<file path="src/rtl/ahb_sram_ctrl_if.sv">
// rtl/ahb_sram_ctrl_if.sv - AHB-lite subordinate bus bundle for ahb_sram_ctrl
interface ahb_sram_ctrl_if;
  logic        HSEL;
  logic [31:0] HADDR;
  logic [1:0]  HTRANS;
  logic        HWRITE;
  logic [2:0]  HSIZE;
  logic [31:0] HWDATA;
  logic        HREADY;
  logic        HREADYOUT;
  logic        HRESP;
  logic [31:0] HRDATA;

  modport master (
    output HSEL, HADDR, HTRANS, HWRITE, HSIZE, HWDATA, HREADY,
    input  HREADYOUT, HRESP, HRDATA
  );

  modport slave (
    input  HSEL, HADDR, HTRANS, HWRITE, HSIZE, HWDATA, HREADY,
    output HREADYOUT, HRESP, HRDATA
  );
endinterface

</file>
<file path="src/rtl/ahb_sram_ctrl.sv">
// rtl/ahb_sram_ctrl.sv - AHB-lite subordinate driving a single-port synchronous SRAM
// Zero-wait word accesses, read-modify-write for sub-word writes, two-cycle ERROR for misalignment.
module ahb_sram_ctrl #(
  parameter int ADDR_W = 10
) (
  input  logic              clk,
  input  logic              rst,
  ahb_sram_ctrl_if.slave    ahb,
  output logic [ADDR_W-1:0] sram_addr,
  output logic [31:0]       sram_data,
  output logic              sram_wren,
  input  logic [31:0]       sram_q
);

  typedef enum logic [2:0] {
    IDLE, RD, WR, RD_WAIT, RMW_RD, RMW_WR, ERR1, ERR2
  } state_t;

  state_t            state;
  state_t            state_nxt;
  state_t            decoded;

  logic [ADDR_W-1:0] cap_addr;
  logic [1:0]        cap_lo;
  logic [1:0]        cap_size;
  logic [31:0]       wdata_q;

  logic              can_accept;
  logic              accept;
  logic              is_word;
  logic              misaligned;
  logic [1:0]        size_norm;
  logic [3:0]        lane_en;
  logic              unused_bits;

  assign unused_bits = ^{ahb.HADDR[31:ADDR_W+2], ahb.HTRANS[0]};

  // States whose HREADYOUT is high are the only ones that end an address phase.
  assign can_accept = (state == IDLE) || (state == RD) || (state == WR) ||
                      (state == RMW_WR) || (state == ERR2);
  assign accept     = can_accept & ahb.HSEL & ahb.HTRANS[1] & ahb.HREADY;
  assign is_word    = (ahb.HSIZE >= 3'd2);
  assign size_norm  = is_word ? 2'd2 : ahb.HSIZE[1:0];
  assign misaligned = is_word ? (ahb.HADDR[1:0] != 2'b00) : (ahb.HSIZE[0] & ahb.HADDR[0]);

  always_comb begin
    decoded = IDLE;
    if (accept) begin
      if (misaligned) begin
        decoded = ERR1;
      end else if (!ahb.HWRITE) begin
        decoded = ((state == WR) || (state == RMW_WR)) ? RD_WAIT : RD;
      end else if (is_word) begin
        decoded = WR;
      end else begin
        decoded = RMW_RD;
      end
    end
  end

  always_comb begin
    lane_en = 4'b0000;
    case (cap_size)
      2'd0:    lane_en[cap_lo] = 1'b1;
      2'd1:    lane_en = cap_lo[1] ? 4'b1100 : 4'b0011;
      default: lane_en = 4'b1111;
    endcase
  end

  always_ff @(posedge clk) begin
    if (rst) begin
      state    <= IDLE;
      cap_addr <= '0;
      cap_lo   <= 2'b00;
      cap_size <= 2'd0;
      wdata_q  <= 32'h0;
    end else begin
      state <= state_nxt;
      if (accept) begin
        cap_addr <= ahb.HADDR[ADDR_W+1:2];
        cap_lo   <= ahb.HADDR[1:0];
        cap_size <= size_norm;
      end
      if (state == RMW_RD) begin
        wdata_q <= ahb.HWDATA;
      end
    end
  end

  always_comb begin
    state_nxt     = decoded;
    ahb.HREADYOUT = 1'b1;
    ahb.HRESP     = 1'b0;
    ahb.HRDATA    = 32'h0;
    sram_addr     = ahb.HADDR[ADDR_W+1:2];
    sram_data     = 32'h0;
    sram_wren     = 1'b0;
    case (state)
      RD: begin
        ahb.HRDATA = sram_q;
      end
      WR: begin
        sram_addr = cap_addr;
        sram_data = ahb.HWDATA;
        sram_wren = 1'b1;
      end
      RD_WAIT: begin
        state_nxt     = RD;
        sram_addr     = cap_addr;
        ahb.HREADYOUT = 1'b0;
      end
      RMW_RD: begin
        state_nxt     = RMW_WR;
        sram_addr     = cap_addr;
        ahb.HREADYOUT = 1'b0;
      end
      RMW_WR: begin
        sram_addr = cap_addr;
        sram_wren = 1'b1;
        for (int i = 0; i < 4; i++) begin
          sram_data[8*i +: 8] = lane_en[i] ? wdata_q[8*i +: 8] : sram_q[8*i +: 8];
        end
      end
      ERR1: begin
        state_nxt     = ERR2;
        sram_addr     = cap_addr;
        ahb.HRESP     = 1'b1;
        ahb.HREADYOUT = 1'b0;
      end
      ERR2: begin
        ahb.HRESP = 1'b1;
      end
      default: begin
      end
    endcase
    // A write pending in the reset cycle must never reach the array.
    if (rst) begin
      ahb.HREADYOUT = 1'b1;
      ahb.HRESP     = 1'b0;
      ahb.HRDATA    = 32'h0;
      sram_data     = 32'h0;
      sram_wren     = 1'b0;
    end
  end

endmodule

</file>
<file path="src/flat_wrapper.sv">
// flat-port wrapper written by rule: the top's interface ports become plain ports
module ahb_sram_ctrl_flat 
#(
  parameter int ADDR_W = 10
)
  (clk, rst, sram_addr, sram_data, sram_wren, sram_q, ahb_HSEL, ahb_HADDR, ahb_HTRANS, ahb_HWRITE, ahb_HSIZE, ahb_HWDATA, ahb_HREADY, ahb_HREADYOUT, ahb_HRESP, ahb_HRDATA);
  ahb_sram_ctrl_if ahb_i ();
  input  logic clk;
  input  logic rst;
  output logic [ADDR_W-1:0] sram_addr;
  output logic [31:0] sram_data;
  output logic sram_wren;
  input  logic [31:0] sram_q;
  input wire logic [$bits(ahb_i.HSEL)-1:0] ahb_HSEL;
  input wire logic [$bits(ahb_i.HADDR)-1:0] ahb_HADDR;
  input wire logic [$bits(ahb_i.HTRANS)-1:0] ahb_HTRANS;
  input wire logic [$bits(ahb_i.HWRITE)-1:0] ahb_HWRITE;
  input wire logic [$bits(ahb_i.HSIZE)-1:0] ahb_HSIZE;
  input wire logic [$bits(ahb_i.HWDATA)-1:0] ahb_HWDATA;
  input wire logic [$bits(ahb_i.HREADY)-1:0] ahb_HREADY;
  output wire logic [$bits(ahb_i.HREADYOUT)-1:0] ahb_HREADYOUT;
  output wire logic [$bits(ahb_i.HRESP)-1:0] ahb_HRESP;
  output wire logic [$bits(ahb_i.HRDATA)-1:0] ahb_HRDATA;
  assign ahb_i.HSEL = ahb_HSEL;
  assign ahb_i.HADDR = ahb_HADDR;
  assign ahb_i.HTRANS = ahb_HTRANS;
  assign ahb_i.HWRITE = ahb_HWRITE;
  assign ahb_i.HSIZE = ahb_HSIZE;
  assign ahb_i.HWDATA = ahb_HWDATA;
  assign ahb_i.HREADY = ahb_HREADY;
  assign ahb_HREADYOUT = ahb_i.HREADYOUT;
  assign ahb_HRESP = ahb_i.HRESP;
  assign ahb_HRDATA = ahb_i.HRDATA;
  ahb_sram_ctrl #(.ADDR_W(ADDR_W)) u_core (.clk(clk), .rst(rst), .ahb(ahb_i), .sram_addr(sram_addr), .sram_data(sram_data), .sram_wren(sram_wren), .sram_q(sram_q));
endmodule
</file>
<file path="config.mk">
export PLATFORM = sky130hd
export DESIGN_NAME = ahb_sram_ctrl_flat
export DESIGN_NICKNAME = d
export VERILOG_FILES = /design/src/rtl/ahb_sram_ctrl_if.sv /design/src/rtl/ahb_sram_ctrl.sv /design/src/flat_wrapper.sv
export SDC_FILE = /design/constraint.sdc
export NUM_CORES = 1
export LEC_CHECK = 0
export BUFFER_PORTS_ARGS = -buffer_cell sky130_fd_sc_hd__buf_2
export CAP_MARGIN = 15
export CORE_MARGIN = 4
export CORE_UTILIZATION = 39
export CTS_CLUSTER_SIZE = 10
export DETAILED_ROUTE_END_ITERATION = 7
export GPL_ROUTABILITY_DRIVEN = 0
export GPL_TIMING_DRIVEN = 0
export PLACE_DENSITY = 0.77
export SKIP_LAST_GASP = 1
export SYNTH_ARGS = -nofsm -noshare
export SYNTH_HDL_FRONTEND = slang
export SYNTH_SLANG_ARGS = --single-unit
</file>
<file path="constraint.sdc">
create_clock -name clk -period 1.56 [get_ports clk]
set_clock_uncertainty 0.1 [all_clocks]
set_input_delay 0.312 -clock clk [delete_from_list [all_inputs] [get_ports clk]]
set_output_delay 0.312 -clock clk [all_outputs]
set_load 0.01 [all_outputs]
</file>
Word-level counts from Yosys, hierarchy flattened:

Index checks and enable logic that the tools add are counted.

* register bits: 49
* bits of input ports: 106
* output and inout bits: 77
* logic and storage cells: 60

* magnitude comparators: 3
* equal/unequal tests: 8
* muxes and demuxes: 27
* bitwise gates (word level): 4
* reductions and logical operators: 13

Operators by type and width (count)
* 2-to-1 mux 32 bit: 3
* one-hot mux 32 bit (2 select lines): 1
* 2-to-1 mux 8 bit: 4
* == test 3 bit (second input constant): 4
* 2-to-1 mux 3 bit: 4
* 2-to-1 mux 10 bit: 1
* one-hot mux 3 bit (3 select lines): 1
* 2-to-1 mux 1 bit: 8
* one-hot mux 4 bit (2 select lines): 1
* == test 3 x 2 -> 1 bit (second input constant): 2
* logical OR 1 bit: 5
* OR reduction 5 bit: 1
* bitwise AND 1 bit: 4
* 2-to-1 mux 2 bit: 2
* 2-to-1 mux 4 bit: 1
* OR reduction 2 bit: 2
* == test 3 x 1 -> 1 bit (second input constant): 1
* greater-or-equal comparator 3 x 2 -> 1 bit (second input constant): 1
* zero test 3 bit: 1
* < comparator 2 x 3 -> 1 bit (second input constant): 1
* OR reduction 3 bit: 1
* demux 1 bit (select 2 bit): 1
* == test 2 x 1 -> 1 bit (second input constant): 1
* greater-or-equal comparator 2 x 1 -> 1 bit (second input constant): 1
* 3 further kinds: 3

Depth between registers and ports, before layout:

* depth after elaboration: 10
* depth in mapped cells: 7
* mapped depth without buffers: 4

Worst setup path before layout:

Ideal clock, no wire load.

* path kind: reg-to-output
* start point: register u_core.state[1]
* end point: output port sram_data[21]
* arrival time: 1369 ps
* data required time: 1148 ps
* setup slack: -221 ps
* cell stages (with the launch flop): 6
* path buffers: 2
* cell sequence: dfxtp_1 > buf_2 > nand2b_4 > or3_4 > buf_2 > o21ai_0

* cells in the longest elaborated chain, start to end: 3
* elaborated cells on any way between the ends: 4
* classes of those cells: eq/ne (2); mux (2)

RTL lines
* start, declared: RTL line ahb_sram_ctrl.sv:19 `state_t state;`
* start signal, assigned: RTL line ahb_sram_ctrl.sv:78 `state <= state_nxt;`
* == test 3 bit / == test 3 x 2 -> 1 bit (equally long branches): RTL line ahb_sram_ctrl.sv:98 `case (state)`
* one-hot mux 32 bit (2 select lines) (*): RTL line ahb_sram_ctrl.sv:98
* 2-to-1 mux 32 bit (*): RTL line ahb_sram_ctrl.sv:137 `if (rst) begin`
* end, declared: RTL line flat_wrapper.sv:11 `output logic [31:0] sram_data;`

Every way passes the cells marked *; elsewhere a longest branch is shown, timed or not.

Worst setup path in the final report:

* start point: register u_core.cap_size[0]
* end point: output port sram_data[24]

* cells in the longest elaborated chain, start to end: 5
* elaborated cells on any way between the ends: 6
* classes of those cells: eq/ne (1); mux (4); reduce/logical (1)

RTL lines
* start, declared: RTL line ahb_sram_ctrl.sv:25 `logic [1:0] cap_size;`
* start signal, assigned: RTL line ahb_sram_ctrl.sv:82 `cap_size <= size_norm;`
* == test 2 x 1 -> 1 bit / zero test 2 bit (equally long branches): RTL line ahb_sram_ctrl.sv:63 `case (cap_size)`
* one-hot mux 4 bit (2 select lines) (*): RTL line ahb_sram_ctrl.sv:63
* 2-to-1 mux 8 bit (*): RTL line ahb_sram_ctrl.sv:121 `sram_data[8*i +: 8] = lane_en[i] ? wdata_q[8*i +: 8] : sram_q[8*i +: 8];`
* one-hot mux 32 bit (2 select lines) (*): RTL line ahb_sram_ctrl.sv:98
* 2-to-1 mux 32 bit (*): RTL line ahb_sram_ctrl.sv:137

Marks and branches as above.

==> impl_metrics.yaml <==
synthesis:
  synth-edff-count: 0
  postSynth.topFlopCell: "dfxtp_1"
  combinational_family_with_the_most_area_after_synthesis: "simple AND/OR/NAND/NOR gates"
  yosys.cell_types.count: 36
  synthDominantAreaCellType: "dfxtp_1"
  post_synth_xor_area_fraction: 0
  syn-mean-instance-area_um2: 7.744
  synth-compound-area-share: 0.1594
  syn-num-nets: 486
  synth_sequential_area_ratio: 0.3333
  synth_area_um2: 2943
  netlist.area_leader.share: 0.3333
  netlist_instances: 380
  post_synth_fa_ha_maj_area_fraction: 0
  synth_area_leaders: "dfxtp_1, mux2i_1, nand2_1"
  post_synth_mux_area_share: 0.1913
  yosys_warnings: 0
  asyncSetResetFlopFracSynth: 0
  synthesized_area_fraction_occupied_by_and_or_nand_nor_cells: 0.2649
  postSynthRegisterBits: 49
timing:
  fin_crit_sh: 1.418
  worstMarginPinSlew_ns: 0.7930
  final_setup_violations: 120
  slew_violations: 0
  final_period_minus_worst_setup_slack_ns: 2.212
  fmax_ghz: 0.4521
  final_hold_viol_count: 0
  grt_setup_unrepaired: "true"
  relative_slew_slack: 0.4713
  holdWs_ns: 0.1622
  setup_ws_ns: -0.6521
  final.setup.tns_ns: -42.61
cts:
  ctsRootBufferMaster: "clkbuf_8"
  clock_tree.buffer_depth: 2
  clk_pin_slew_worst_paths_ns: 0.10
  number_of_buffers_inserted_by_hold_repair_at_cts: 0
  cts-buffers-inserted: 5
  h-tree-depth: 2
  cts.sinks: 49
  clock_tree_from_tritoncts: "yes"
  worstSkewPairLatency_ns: 0.30
run_status:
  violations: "negative setup slack"
  result_of_the_run: "finished with violations"
global_routing:
  first_global_vias: 3331
  grt_overflow_total: 0
  antenna_found_initial: 0
  grt_pass1_wl_mm: 15.46
  grt_start_max_net_pins: 15
  grt_busiest_layer: "met2"
  use_met1: 0.2504
  groute.layer.met2.usage: 0.4058
  grt_util_all_layers: 0.2156
  groute.layer.met3.usage: 0.04542
finish:
  layout_cells_excl_fill: 685
  ff_latch_area_um2: 992.2
  layout.cells.most_common: "buf_2"
  final_net_count: 691
  drive_gt1_frac: 0.6451
  antenna_cells: 0
  total_area_of_multi_input_combinational_cells_um2: 2549
  fillCellCount: 504
  utilization_of_the_core_after_routing: 0.7742
  syn2layout_area_growth_pct: 91.84
  highest_count_cells_in_the_layout_ignoring_fill_and_taps: "buf_2, nand2_1, buf_6"
setup_path:
  arrival_time_of_the_worst_setup_path_ns: 1.80
  critPathMaxStageDelay_ns: 0.34
  timing_worst_setup_path_type: "flip-flop to primary output"
  crit_path_end_kind: "primary output"
  worst_setup_path_start_kind: "flip-flop"
  crit_path_cells: "or2_4 -> a21oi_4 -> buf_12 -> mux2i_1 -> o21ai_4 -> buf_6"
  critical_path.slowest_cell: "mux2i_1"
  crit_fanout: 8
  data_required_critical_path_ns: 1.15
routing:
  detail_route.iter0.violations: 52
  avgViaCountPerCell: 5.093
  routed-via-count: 3489
  route.final.wire_length_mm: 11.48
  route.detailed.wl_per_inst_um: 16.76
  drt_pass1_iterations: 4
  ant_nets: 0
  detail_route.drc_violations: 0
placement:
  port-buffer-count: 160
  place_inst: 639
  detailedPlacementHpwl_mm: 7.145
power:
  worst_ir_drop_vdd_mv: 0.3790
  cellLeakagePower_nw: 2.526
  power_per_cell_area_nw_per_um2: 530.9
die:
  top_level_ports: 183
  design.core.area_um2: 7292
  floorplan.initialDensity: 0.4036
  die_span_in_x_um: 94.87
  fp.dieArea_um2: 8999
  rows: 31
  dieHeight_um: 94.87
job:
  maxCapViolCount: 0
worst_hold_path:
  worst_hold_check_path_type: "primary input to flip-flop"
[sequential cells by signal (all words and copies together) (netlist names)]
| register | cells |
|---|---|
| u_core.cap_lo | 2 |
| u_core.wdata_q | 32 |
| u_core.cap_size | 2 |
| u_core.state | 3 |
| u_core.cap_addr | 10 |
[power breakdown]
group          total, mW  internal, mW  switching, mW  leakage, nW
Clock              0.746         0.312          0.434       0.0450
Sequential          1.34          1.29         0.0431        0.400
Combinational      0.914         0.485          0.429         2.08
Total               3.00          2.09          0.906         2.53
[path summary, 6_finish.rpt]
kind	from	to	slack, ns	cells after the start
worst min-delay path	ahb_HADDR[3]	u_core.cap_addr[1]$_SDFFE_PP0P_	0.16	3
worst max-delay path	u_core.cap_size[0]$_SDFFE_PP0P_	sram_data[24]	-0.65	6
worst max register to register	u_core.state[2]$_SDFF_PP0_	u_core.wdata_q[4]$_SDFFE_PP0N_	-0.08	8
worst min register to register	u_core.wdata_q[4]$_SDFFE_PP0N_	u_core.wdata_q[4]$_SDFFE_PP0N_	0.38	2
[metal layers]
| metal | routed length (um) | vias up |
|---|---|---|
| li1 | - | 1696 |
| met4 | 112 | 0 |
| met3 | 755 | 11 |
| met1 | 4544 | 1657 |
| met5 | 0 | - |
| met2 | 6066 | 125 |
[synthesized netlist by cell type (all sizes together) (2+ instances only)]
| master | number |
|---|---|
| inv | 2 |
| nand3 | 2 |
| o21ai | 37 |
| dfxtp | 49 |
| nand2b | 8 |
| or2 | 2 |
| nor2 | 17 |
| a21oi | 38 |
| and2 | 32 |
| mux2 | 10 |
| buf | 15 |
| nand2 | 99 |
| nor3 | 2 |
| clkbuf | 12 |
| mux2i | 45 |
[worst max-delay path, delay by kind of cell (launching register included)]
family | cells | cell delay (ns)
flip-flops | 1 | 0.33
buffers and inverters | 2 | 0.28
multiplexers | 1 | 0.34
AO/OA/AOI/OAI | 2 | 0.27
AND/OR/NAND/NOR | 1 | 0.28
[cell type report]
| cell class | instances | area share |
|---|---|---|
| timing repair buffer | 200 | 0.2839 |
| buffer | 25 | 0.05098 |
| clock buffer | 6 | 0.01285 |
| inverter | 2 | 0.001330 |
| tap | 99 | 0.02194 |
| multi-input combinational | 302 | 0.4515 |
| sequential | 49 | 0.1758 |
| clock inverter | 2 | 0.001773 |
[logic make-up (layout without fill, tap and decap cells)]
logic type             count (synthesis)  in the layout
buffers and inverters                 29            235
AO/OA/AOI/OAI                         80             80
flip-flops                            49             49
multiplexers                          55             55
AND/OR/NAND/NOR                      167            167
[per-stage QoR]
| stage | instance area [um^2] | power (mW) | setup slack, ns |
|---|---|---|---|
| 4_1_cts | 4847 | 2.768 | -0.6299 |
| 3_5_place_dp | 4110 | 1.931 | -0.7132 |
| 5_1_grt | 5645 | 3.112 | -0.7214 |
| 3_3_place_gp | 4110 | 1.913 | -0.6893 |
| 6_report | 5645 | 2.997 | -0.6521 |
| 2_1_floorplan | 3186 | 1.693 | -0.1105 |
[what timing repair did]
item / CTS / global route
setup endpoints to repair: 102 / 123
pin swaps: 41 / 64
resized for setup: 76 / 171
setup buffers: 22 / 8
cloned: 7 / 5
Note: power is estimated with default switching activity, not from simulation.
